## config.mk

```make
export PLATFORM = sky130hd
export DESIGN_NAME = ioctl_rom_loader
export DESIGN_NICKNAME = d
export VERILOG_FILES = /design/src/rtl/ioctl_rom_loader.sv
export SDC_FILE = /design/constraint.sdc
export NUM_CORES = 1
export LEC_CHECK = 0
export CORE_UTILIZATION = 59
export DETAILED_ROUTE_END_ITERATION = 8
export PLACE_DENSITY = 0.95
export SLEW_MARGIN = 5
export SYNTH_ARGS = -nofsm -noshare
export SYNTH_HDL_FRONTEND = slang
export SYNTH_SLANG_ARGS = --single-unit
```

## constraint.sdc

```tcl
create_clock -name clk_sys -period 3.8 [get_ports clk_sys]
set_input_delay 0.38 -clock clk_sys [delete_from_list [all_inputs] [get_ports clk_sys]]
set_output_delay 0.38 -clock clk_sys [all_outputs]
set_load 0.005 [all_outputs]
```

## src/rtl/ioctl_rom_loader.sv

```systemverilog
// rtl/ioctl_rom_loader.sv - buffers ioctl ROM download bytes into toggle req/ack sdram writes
module ioctl_rom_loader #(
    parameter int         AW         = 23,
    parameter int         FIFO_DEPTH = 4,
    parameter logic [7:0] ROM_INDEX  = 8'd0,
    parameter int         RESET_HOLD = 16
) (
    input  logic          clk_sys,
    input  logic          reset_n,
    input  logic          ioctl_download,
    input  logic [7:0]    ioctl_index,
    input  logic          ioctl_wr,
    input  logic [24:0]   ioctl_addr,
    input  logic [7:0]    ioctl_dout,
    output logic          port_req,
    input  logic          port_ack,
    output logic [AW-1:0] port_a,
    output logic [1:0]    port_ds,
    output logic          port_we,
    output logic [15:0]   port_d,
    input  logic          ext_reset,
    output logic          busy,
    output logic          overflow,
    output logic          rom_loaded,
    output logic          core_reset
);
    localparam int PW = $clog2(FIFO_DEPTH);
    localparam int EW = AW + 1 + 8;
    localparam int HW = $clog2(RESET_HOLD + 1);

    typedef enum logic [1:0] {SYNC, IDLE, WAIT} state_t;
    state_t state, state_nx;

    logic [EW-1:0] fifo_mem [FIFO_DEPTH];
    logic [EW-1:0] head;
    logic [PW:0]   wr_ptr, rd_ptr;
    logic [HW-1:0] hold;
    logic          wr_d, dl_d, rom_dl, done;
    logic          rom_sel, empty, full, push, do_write, issue, pop;
    logic          dl_rise, dl_fall, load;
    wire           unused_ok = &{1'b0, ioctl_addr};

    assign rom_sel  = (ioctl_index == ROM_INDEX);
    assign empty    = (wr_ptr == rd_ptr);
    assign full     = (wr_ptr[PW-1:0] == rd_ptr[PW-1:0]) && (wr_ptr[PW] != rd_ptr[PW]);
    assign push     = ioctl_wr & ~wr_d & ioctl_download & rom_sel;
    assign do_write = push & (~full | pop);
    assign head     = fifo_mem[rd_ptr[PW-1:0]];
    assign dl_rise  = ioctl_download & ~dl_d & rom_sel;
    assign dl_fall  = ~ioctl_download & dl_d & rom_dl;
    assign load     = done & empty & (state == IDLE);

    assign busy       = ~empty | (state == WAIT);
    assign core_reset = ext_reset | ~rom_loaded | (hold != '0);

    always_comb begin
        state_nx = state;
        issue    = 1'b0;
        pop      = 1'b0;
        case (state)
            SYNC: state_nx = IDLE;
            IDLE: if (!empty) begin
                issue    = 1'b1;
                state_nx = WAIT;
            end
            WAIT: if (port_req == port_ack) begin
                pop      = 1'b1;
                state_nx = IDLE;
            end
            default: state_nx = SYNC;
        endcase
    end

    // Storage needs no reset: the pointers alone define which entries are valid.
    always_ff @(posedge clk_sys) begin
        if (do_write) fifo_mem[wr_ptr[PW-1:0]] <= {ioctl_addr[AW:0], ioctl_dout};
    end

    always_ff @(posedge clk_sys or negedge reset_n) begin
        if (!reset_n) begin
            state      <= SYNC;
            wr_ptr     <= '0;
            rd_ptr     <= '0;
            wr_d       <= 1'b0;
            dl_d       <= 1'b0;
            rom_dl     <= 1'b0;
            done       <= 1'b0;
            hold       <= '0;
            port_req   <= 1'b0;
            port_we    <= 1'b0;
            port_a     <= '0;
            port_ds    <= '0;
            port_d     <= '0;
            overflow   <= 1'b0;
            rom_loaded <= 1'b0;
        end else begin
            state <= state_nx;
            wr_d  <= ioctl_wr;
            dl_d  <= ioctl_download;
            if (do_write) wr_ptr <= wr_ptr + (PW+1)'(1);
            if (pop)      rd_ptr <= rd_ptr + (PW+1)'(1);

            // Align the toggle pair so a stale ack level never looks like a completion.
            if (state == SYNC) port_req <= port_ack;
            if (issue) begin
                port_req <= ~port_req;
                port_we  <= 1'b1;
                port_a   <= head[EW-1:9];
                port_ds  <= {head[8], ~head[8]};
                port_d   <= {head[7:0], head[7:0]};
            end
            if (pop) port_we <= 1'b0;

            if (push && full && !pop) overflow <= 1'b1;
            if (dl_rise) begin
                rom_dl     <= 1'b1;
                done       <= 1'b0;
                overflow   <= 1'b0;
                rom_loaded <= 1'b0;
            end else if (dl_fall) begin
                rom_dl <= 1'b0;
                done   <= 1'b1;
            end else if (load) begin
                done       <= 1'b0;
                rom_loaded <= 1'b1;
            end

            if (load && !dl_rise) hold <= HW'(RESET_HOLD);
            else if (hold != '0)  hold <= hold - HW'(1);
        end
    end
endmodule

```

==> flow_metrics.tcl, run 1 <==
set metrics [dict create \
    clockPowerShare_pct 27.1 \
    required_ns 3.93 \
    ys_seq_area_share_pct 72.9 \
    synthArstFlopShare_pct 29.7 \
    ctsHtreeMaxLevel 4 \
    power_mw 6.40 \
    crit_type "input pin to register" \
    clk_pin_slew_ns 0.06 \
    design_area_sq_um 8750 \
    cts_setup_buffers 0 \
    rows 39 \
    cts_buffers 17 \
    min_period_over_period_pct 68.8 \
    startpoint_type "input pin" \
    instances_no_fill 607 \
    avgSynthCellArea_sq_um 20.4 \
    io_pins 94 \
    drv_cap 0 \
    syn_to_final_growth_pct 22.7 \
    start_util_pct 61.4 \
    fin_util_pct 75.3 \
    period_minus_slack_ns 2.62 \
    grt_max_degree 55 \
    die_x_um 112 \
    rsz0062_at_grt "false" \
    drtAntennaViolNets 0 \
    clockRootBuffer "clkbuf_16" \
    setup_tns_ns 0 \
    synth_cell_type_count 38 \
    cts_tree "built" \
    die-area_sq_um 12500 \
    status "finished with violations" \
    arrival_ns 2.75 \
    num_vias 3587 \
    power_density_nw_per_um2 732 \
    hpwl_mm 8.23 \
    placed_cells_incl_taps 575 \
    syn_area_sq_um 7130 \
    leakagePower_nw 3.17 \
    first_pass_iters 6 \
    synth_flop_cell "edfxtp_1" \
    rr_startpoint "port_req" \
    yosys_register_bits 182 \
    die_h_um 112 \
    io_buffers 92 \
    post_cts_resize_count 0 \
    p_int_mw 4.65 \
    pre_cts_slack_ns 0.789 \
    nets 504 \
    placed_cell_area_sq_um 8170 \
    holdWs_ns 0.0762 \
    grt_antenna_before_repair 0 \
    drc 5 \
    drive_gt1_share_pct 25.9 \
    synth_nets 402 \
    clockBufferDepth 2 \
    vias_per_cell 5.91 \
    seq_power_share_pct 40.6 \
    violations "DRC" \
    wl_per_cell_um 22.3 \
    worstMarginPinSlew_ns 1.22 \
    grtUsageTotal_pct 23.9 \
    fin_skew_ns 0.00967 \
    comb_power_share_pct 32.4 \
    finalMaxSlewViolations 0 \
    fin_ws_ns 1.18 \
    ys_warn_count 0 \
    grt_pass1_vias 3802 \
    hold_class "input pin to asynchronous set/reset pin" \
    routed_wl_mm 13.5 \
    final_hold_viol_count 0 \
    fmax_ghz 0.382 \
    drtIter0Drc 278 \
    cts-hold-fix-buffers 0 \
    clk_latency_ns 0.44 \
    grt-ovfl-total 0 \
    vdd_ir_drop_max_uv 439 \
    swShare_pct 27.3 \
    final-setup-viol-count 0 \
    switching_power_mw 1.75 \
    slew_headroom_pct 19.0 \
    fp.coreArea_sq_um 11600 \
    grt_pass1_wl_mm 21.3 \
    nFillCells 621 \
    crit_path_start "ioctl_index[3]" \
    clock-sinks 182 \
    diodes 0 \
    gp_congestion 0.743 \
    syn_inst 349 \
    path_max_fanout 15 \
    cp-end-kind "register" \
    synth_edf_count 128 \
]
==> critical path, cell delays in order <==
cell and delay [ns]:
clkdlybuf4s50_1 0.40, nor4_1 0.53, nand4_1 0.25, nor2_1 0.36, and2_2 0.52, buf_4 0.30
==> synthesized netlist by cell type, types with 2 or more instances <==
| library cell | number | area share, % |
|---|---|---|
| nor4_1 | 3 | 0.26 |
| nand2b_1 | 3 | 0.26 |
| buf_2 | 3 | 0.21 |
| and2_1 | 4 | 0.35 |
| buf_4 | 9 | 0.95 |
| inv_1 | 6 | 0.32 |
| mux2_4 | 27 | 5.7 |
| xnor2_1 | 8 | 0.98 |
| mux2_2 | 7 | 1.1 |
| edfxtp_1 | 128 | 54 |
| nand3_1 | 3 | 0.21 |
| nor2b_1 | 2 | 0.18 |
| a21oi_1 | 6 | 0.42 |
| and3_1 | 2 | 0.18 |
| a21o_1 | 2 | 0.21 |
| ha_1 | 6 | 1.1 |
| o22ai_1 | 2 | 0.18 |
| buf_6 | 5 | 0.79 |
| xor2_1 | 2 | 0.25 |
| mux4_2 | 32 | 10 |
| nor4b_1 | 2 | 0.25 |
| dfrtp_1 | 54 | 19 |
| nand2_1 | 5 | 0.26 |
| clkbuf_1 | 3 | 0.16 |
| nor2_1 | 11 | 0.58 |
| nor3_1 | 2 | 0.14 |
==> cells in the final DEF, fill, tap and decap left out, types with 3 or more instances in the layout <==
master,instances
edfxtp_1,128
clkinv_2,3
nand2_1,5
ha_1,6
xnor2_1,8
and2_2,4
dfrtp_1,52
nand3_1,3
inv_1,6
mux2_4,27
mux2_2,7
nor4_1,3
clkinv_4,6
clkbuf_16,17
clkdlybuf4s50_1,91
nor2_1,11
nand2b_1,3
mux4_2,32
a21oi_1,6
buf_4,11
==> power by group through the flow <==
stage | Clock (mW) | Sequential (mW) | Combinational [mW]
2_1_floorplan | 0 | 2.59 | 1.40
3_3_place_gp | 0 | 2.61 | 1.99
3_5_place_dp | 0 | 2.63 | 2.07
4_1_cts | 1.74 | 2.60 | 2.09
5_1_grt | 1.83 | 2.63 | 2.21
6_report | 1.73 | 2.60 | 2.07
==> sequential cells by signal (all words and copies together), names as in the netlist, 2 cells and up <==
register	flops
port_a	23
state	2
port_d	8
rd_ptr	3
fifo_mem	128
hold	5
port_ds	2
wr_ptr	3
==> layer usage <==
| metal | vias to the layer above | GRT usage, % | part of all wire, % |
|---|---|---|---|
| li1 | 1563 | - | - |
| met2 | 143 | 38.4 | 51 |
| met3 | 33 | 6.48 | 5.0 |
| met1 | 1848 | 30.6 | 40 |
| met4 | 0 | 11.3 | 3.2 |
| met5 | - | 0 | 0 |
==> cells by family after synthesis <==
kind of cell    Yosys count  synth area share, %
compound gates           15                 1.61
xor+xnor                 12                 1.84
fa+ha+maj                 6                 1.05
buf+inv                  26                 2.42
flops                   182                 72.9
mux                      66                 16.9
simple gates             42                 3.30
==> cell type report <==
| type | count | area, sq um | area share [%] |
|---|---|---|---|
| inverters | 6 | 22.5 | 0.257 |
| multi-input cells | 141 | 1770 | 20.2 |
| flip-flops and latches | 182 | 5200 | 59.4 |
| repair buffers | 103 | 998 | 11.4 |
| well taps | 143 | 179 | 2.05 |
| clock inverters | 14 | 153 | 1.75 |
| clock buffers | 18 | 429 | 4.91 |
==> worst paths after layout <==
kind	endpoint	slack, ns	cells past startpoint
worst max-delay path	fifo_mem[3][3]	1.18	6
worst min-delay path	port_a[17]	0.08	2
worst max register to register	fifo_mem[3][3]	1.24	5
worst min register to register	port_we	0.49	1
max in group asynchronous	rd_ptr[1]	3.18	2
min in group clk_sys	wr_d	0.44	1
Note: power is estimated with default switching activity, not from simulation.
==> inputs of run 2 (changes only) <==
Settings changed: CORE_UTILIZATION 59 to 55, PLACE_DENSITY 0.95 to 0.91.
Clock period 3.8 ns to 2.72 ns, I/O delays scaled along.
==> flow_metrics.tcl, run 2 (same netlist as run 1, synthesis figures left out) <==
set metrics [dict create \
    fin_skew_ns 0.00786 \
    vias_per_cell 5.54 \
    clockBufferDepth 2 \
    ctsHtreeMaxLevel 4 \
    arrival_ns 2.20 \
    start_util_pct 56.5 \
    num_vias 3530 \
    hold_class "input pin to asynchronous set/reset pin" \
    startpoint_type "register" \
    drc 0 \
    min_period_over_period_pct 90.9 \
    final-setup-viol-count 0 \
    slowest_delay_ns 0.51 \
    cts_setup_buffers 0 \
    setup_tns_ns 0 \
    fp.coreArea_sq_um 12600 \
    vdd_ir_drop_max_uv 528 \
    die_x_um 116 \
    io_pins 94 \
    crit_chain "inv_1 -> ha_1 -> nor4b_2 -> nand3b_1 -> clkdlybuf4s50_1" \
    instances_no_fill 637 \
    nets 506 \
    worstMarginPinSlew_ns 1.21 \
    drtIter0Drc 234 \
    clk_latency_ns 0.42 \
    gp_congestion 0.742 \
    drive_gt1_share_pct 25.2 \
    required_ns 2.45 \
    seq_power_share_pct 40.5 \
    die-area_sq_um 13400 \
    p_int_mw 6.64 \
    crit_buf_inv 2 \
    crit_type "register to output pin" \
    largest_reg_flops 128 \
    fmax_ghz 0.404 \
    slew_headroom_pct 19.4 \
    final_common_cell "edfxtp_1" \
    grt_pass1_vias 3811 \
    first_pass_iters 4 \
    grt_pass1_wl_mm 20.5 \
    finalMaxSlewViolations 0 \
    ff2ff_setup_slack_ns 0.34 \
    period_minus_slack_ns 2.47 \
    io_buffers 92 \
    drtAntennaViolNets 0 \
    cp_top_family "simple AND/OR/NAND/NOR gates" \
    diodes 0 \
    clockPowerShare_pct 27.3 \
    fin_util_pct 70.2 \
    status "finished clean" \
    post_cts_resize_count 0 \
    cts-hold-fix-buffers 0 \
    layout_common_cells "edfxtp_1 (128), clkdlybuf4s50_1 (91), dfrtp_1 (52), mux4_2 (32), mux2_4 (27)" \
    swShare_pct 25.9 \
    clk_pin_slew_ns 0.06 \
    syn_to_final_growth_pct 24.3 \
    hpwl_mm 7.75 \
    die_h_um 116 \
    drv_cap 0 \
    cts_tree "built" \
    rows 41 \
    clock-sinks 182 \
    cp-end-kind "output pin" \
    grt_antenna_before_repair 0 \
    grt-ovfl-total 0 \
    wl_per_cell_um 20.9 \
    clockRootBuffer "clkbuf_16" \
    switching_power_mw 2.32 \
    rsz0062_at_grt "false" \
    grtUsageTotal_pct 21.7 \
    slowest_stage "nor4b_2" \
    routed_wl_mm 13.3 \
    cts_buffers 17 \
    path_max_fanout 6 \
    grt_max_degree 55 \
    leakagePower_nw 3.19 \
    comb_power_share_pct 32.2 \
    final_hold_viol_count 0 \
    power_density_nw_per_um2 1010 \
    placed_cells_incl_taps 606 \
]
-- run 2: cell count changes in the layout (fill, tap and decap cells not counted), sizes merged --
cell,previous run,this run
clkinv,9,5
bufinv,2,3
clkbuf,18,22
inv,8,6
buf,12,14
-- run 2: metrics by stage --
step	worst slack [ns]	total power [mW]	area [sq um]	hold slack (ns)
2_1_floorplan	0.276	5.58	7130	-0.0236
3_3_place_gp	0.406	6.46	8270	0.459
3_5_place_dp	0.337	6.56	8270	0.471
4_1_cts	0.225	9.05	8860	0.0292
5_1_grt	0.0534	9.37	8860	0.0470
6_report	0.248	8.96	8860	0.00808
-- run 2: worst paths after layout --
| kind | cells past startpoint | from | to |
|---|---|---|---|
| worst max-delay path | 5 | hold[0] | core_reset |
| worst min-delay path | 2 | reset_n | port_a[19] |
| worst max register to register | 3 | wr_ptr[1] | port_d[10] |
| worst min register to register | 1 | dl_d | rom_dl |
| max in group asynchronous | 2 | reset_n | rd_ptr[0] |
| min in group clk_sys | 1 | ioctl_wr | wr_d |
-- run 2: layout make-up --
cell class                 count  area, sq um
sequential                   182         5200
fill                         772         3760
multi-input combinational    141         1770
timing repair buffer         105         1060
clock buffer                  22          464
tap                          172          215
clock inverter                 9          128
inverter                       6         22.5
-- run 2: power groups by stage --
| stage | logic, mW | clock network [mW] | registers (mW) |
|---|---|---|---|
| final | 2.89 | 2.44 | 3.62 |
| after global routing | 3.09 | 2.61 | 3.67 |
| after CTS | 2.93 | 2.49 | 3.63 |
| after detailed placement | 2.89 | 0 | 3.67 |
| after global placement | 2.82 | 0 | 3.64 |
| after floorplan | 1.96 | 0 | 3.62 |
-- run 2: metal layers --
metal | routed length (um) | up-vias | track usage (%)
met1 | 5500 | 1823 | 27.8
met4 | 213 | 0 | 7.52
met2 | 6890 | 114 | 35.9
li1 | - | 1571 | -
met5 | 0 | - | 0
met3 | 687 | 22 | 6.28
-- run 2: worst register-to-register path, stage by stage, from the launching register on --
cell     delay (ns)
dfrtp_1        0.53
xor2_4         0.25
o311a_2        1.04
mux2_2         0.44
==> inputs of run 3 (changes only) <==
Settings changed: RECOVER_POWER from default to 50.
==> flow_metrics.tcl, run 3 (same netlist as run 1, synthesis figures left out) <==
set metrics [dict create \
    status "finished clean" \
    min_period_over_period_pct 92.2 \
    finalMaxSlewViolations 0 \
    layout_common_cells "edfxtp_1 (128), dfrtp_1 (52), dlygate4sd3_1 (49), clkdlybuf4s50_1 (42), mux4_2 (32)" \
    num_vias 3525 \
    die_h_um 116 \
    grtUsageTotal_pct 21.7 \
    slew_headroom_pct 3.29 \
    rr_startpoint "wr_ptr[1]" \
    placed_cells_incl_taps 606 \
    die_x_um 116 \
    fp.coreArea_sq_um 12600 \
    grt_pass1_vias 3811 \
    fin_skew_ns 0.00743 \
    final_common_cell "edfxtp_1" \
    nFillCells 778 \
    grt_pass1_wl_mm 20.5 \
    worstMarginPinSlew_ns 1.45 \
    instances_no_fill 638 \
    gp_congestion 0.742 \
    drive_gt1_share_pct 24.7 \
    required_ns 2.88 \
    crit_buf_inv 2 \
    io_buffers 92 \
    clk_pin_slew_ns 0.06 \
    io_pins 94 \
    cts_setup_buffers 0 \
    clockBufferDepth 2 \
    slowest_stage "a2111oi_0" \
    drv_cap 0 \
    drtAntennaViolNets 0 \
    cts_buffers 17 \
    slowest_delay_ns 0.79 \
    cp_top_family "compound AO/OA/AOI/OAI gates" \
    largest_reg_flops 128 \
    hold_class "input pin to asynchronous set/reset pin" \
    rsz0062_at_grt "false" \
    period_minus_slack_ns 2.51 \
    arrival_ns 2.67 \
    crit_path_start "wr_ptr[1]" \
    cts-hold-fix-buffers 0 \
    grt_antenna_before_repair 1 \
    ctsHtreeMaxLevel 4 \
    seq_area_sq_um 5200 \
    crit_type "register to register" \
    rows 41 \
    path_max_fanout 14 \
    nets 506 \
    leakagePower_nw 3.20 \
    vias_per_cell 5.53 \
    multi_input_area_sq_um 1730 \
    power_density_nw_per_um2 1000 \
    crit_chain "xor2_1 -> a2111oi_0 -> nor2_1 -> buf_4 -> and2_2 -> buf_4" \
    fmax_ghz 0.399 \
    grt-ovfl-total 0 \
    syn_to_final_growth_pct 23.7 \
    setup_tns_ns 0 \
    drc 0 \
    final-setup-viol-count 0 \
    die-area_sq_um 13400 \
    hpwl_mm 7.75 \
    holdWs_ns 0.284 \
    start_util_pct 56.5 \
    first_pass_iters 4 \
    startpoint_type "register" \
    wl_per_cell_um 20.9 \
    cts_tree "built" \
    clk_latency_ns 0.42 \
    drtIter0Drc 256 \
    routed_wl_mm 13.3 \
    grt_max_degree 55 \
    clockRootBuffer "clkbuf_16" \
    clock-sinks 182 \
    crit_top_cell "buf_4" \
    final_hold_viol_count 0 \
    post_cts_resize_count 0 \
    vdd_ir_drop_max_uv 528 \
    cp-end-kind "register" \
]
run 3: layout make-up:
cell class	count	area share [%]
sequential	182	58.9
multi-input combinational	141	19.6
timing repair buffer	105	12.0
clock buffer	22	5.26
tap	172	2.44
clock inverter	9	1.45
inverter	6	0.255
antenna	1	0.0284
run 3: through the flow:
stage	setup slack, ns	instance area (sq um)	util [%]	power [mW]
6_report	0.213	8820	69.9	8.86
5_1_grt	0.0532	8820	69.9	9.26
4_1_cts	0.225	8860	70.2	9.05
3_5_place_dp	0.337	8270	65.5	6.56
3_3_place_gp	0.406	8270	65.5	6.46
2_1_floorplan	0.276	7130	-	5.58
run 3: power breakdown:
group / switching (mW) / internal, mW / total (mW)
combinational: 1.05 / 1.74 / 2.80
sequential: 0.278 / 3.34 / 3.61
clock: 0.965 / 1.48 / 2.45
total: 2.30 / 6.57 / 8.86
run 3: per-layer routing:
metal  vias to the layer above  global-route usage, %  share of wire, %
met5                         -                      0                 0
met4                         0                   7.52               1.8
met3                        24                   6.28               4.4
met2                       105                   35.9                52
met1                      1825                   27.8                42
li1                       1571                      -                 -
run 3: path summary, 6_finish.rpt:
| check | end | slack [ns] | cells after the start |
|---|---|---|---|
| min in group clk_sys | wr_d | 0.43 | 1 |
| min | port_a[19] | 0.28 | 2 |
| max in group asynchronous | rd_ptr[1] | 1.46 | 2 |
| min reg2reg | rom_dl | 0.48 | 1 |
| max | fifo_mem[0][17] | 0.21 | 6 |
| max reg2reg | fifo_mem[0][17] | 0.21 | 6 |
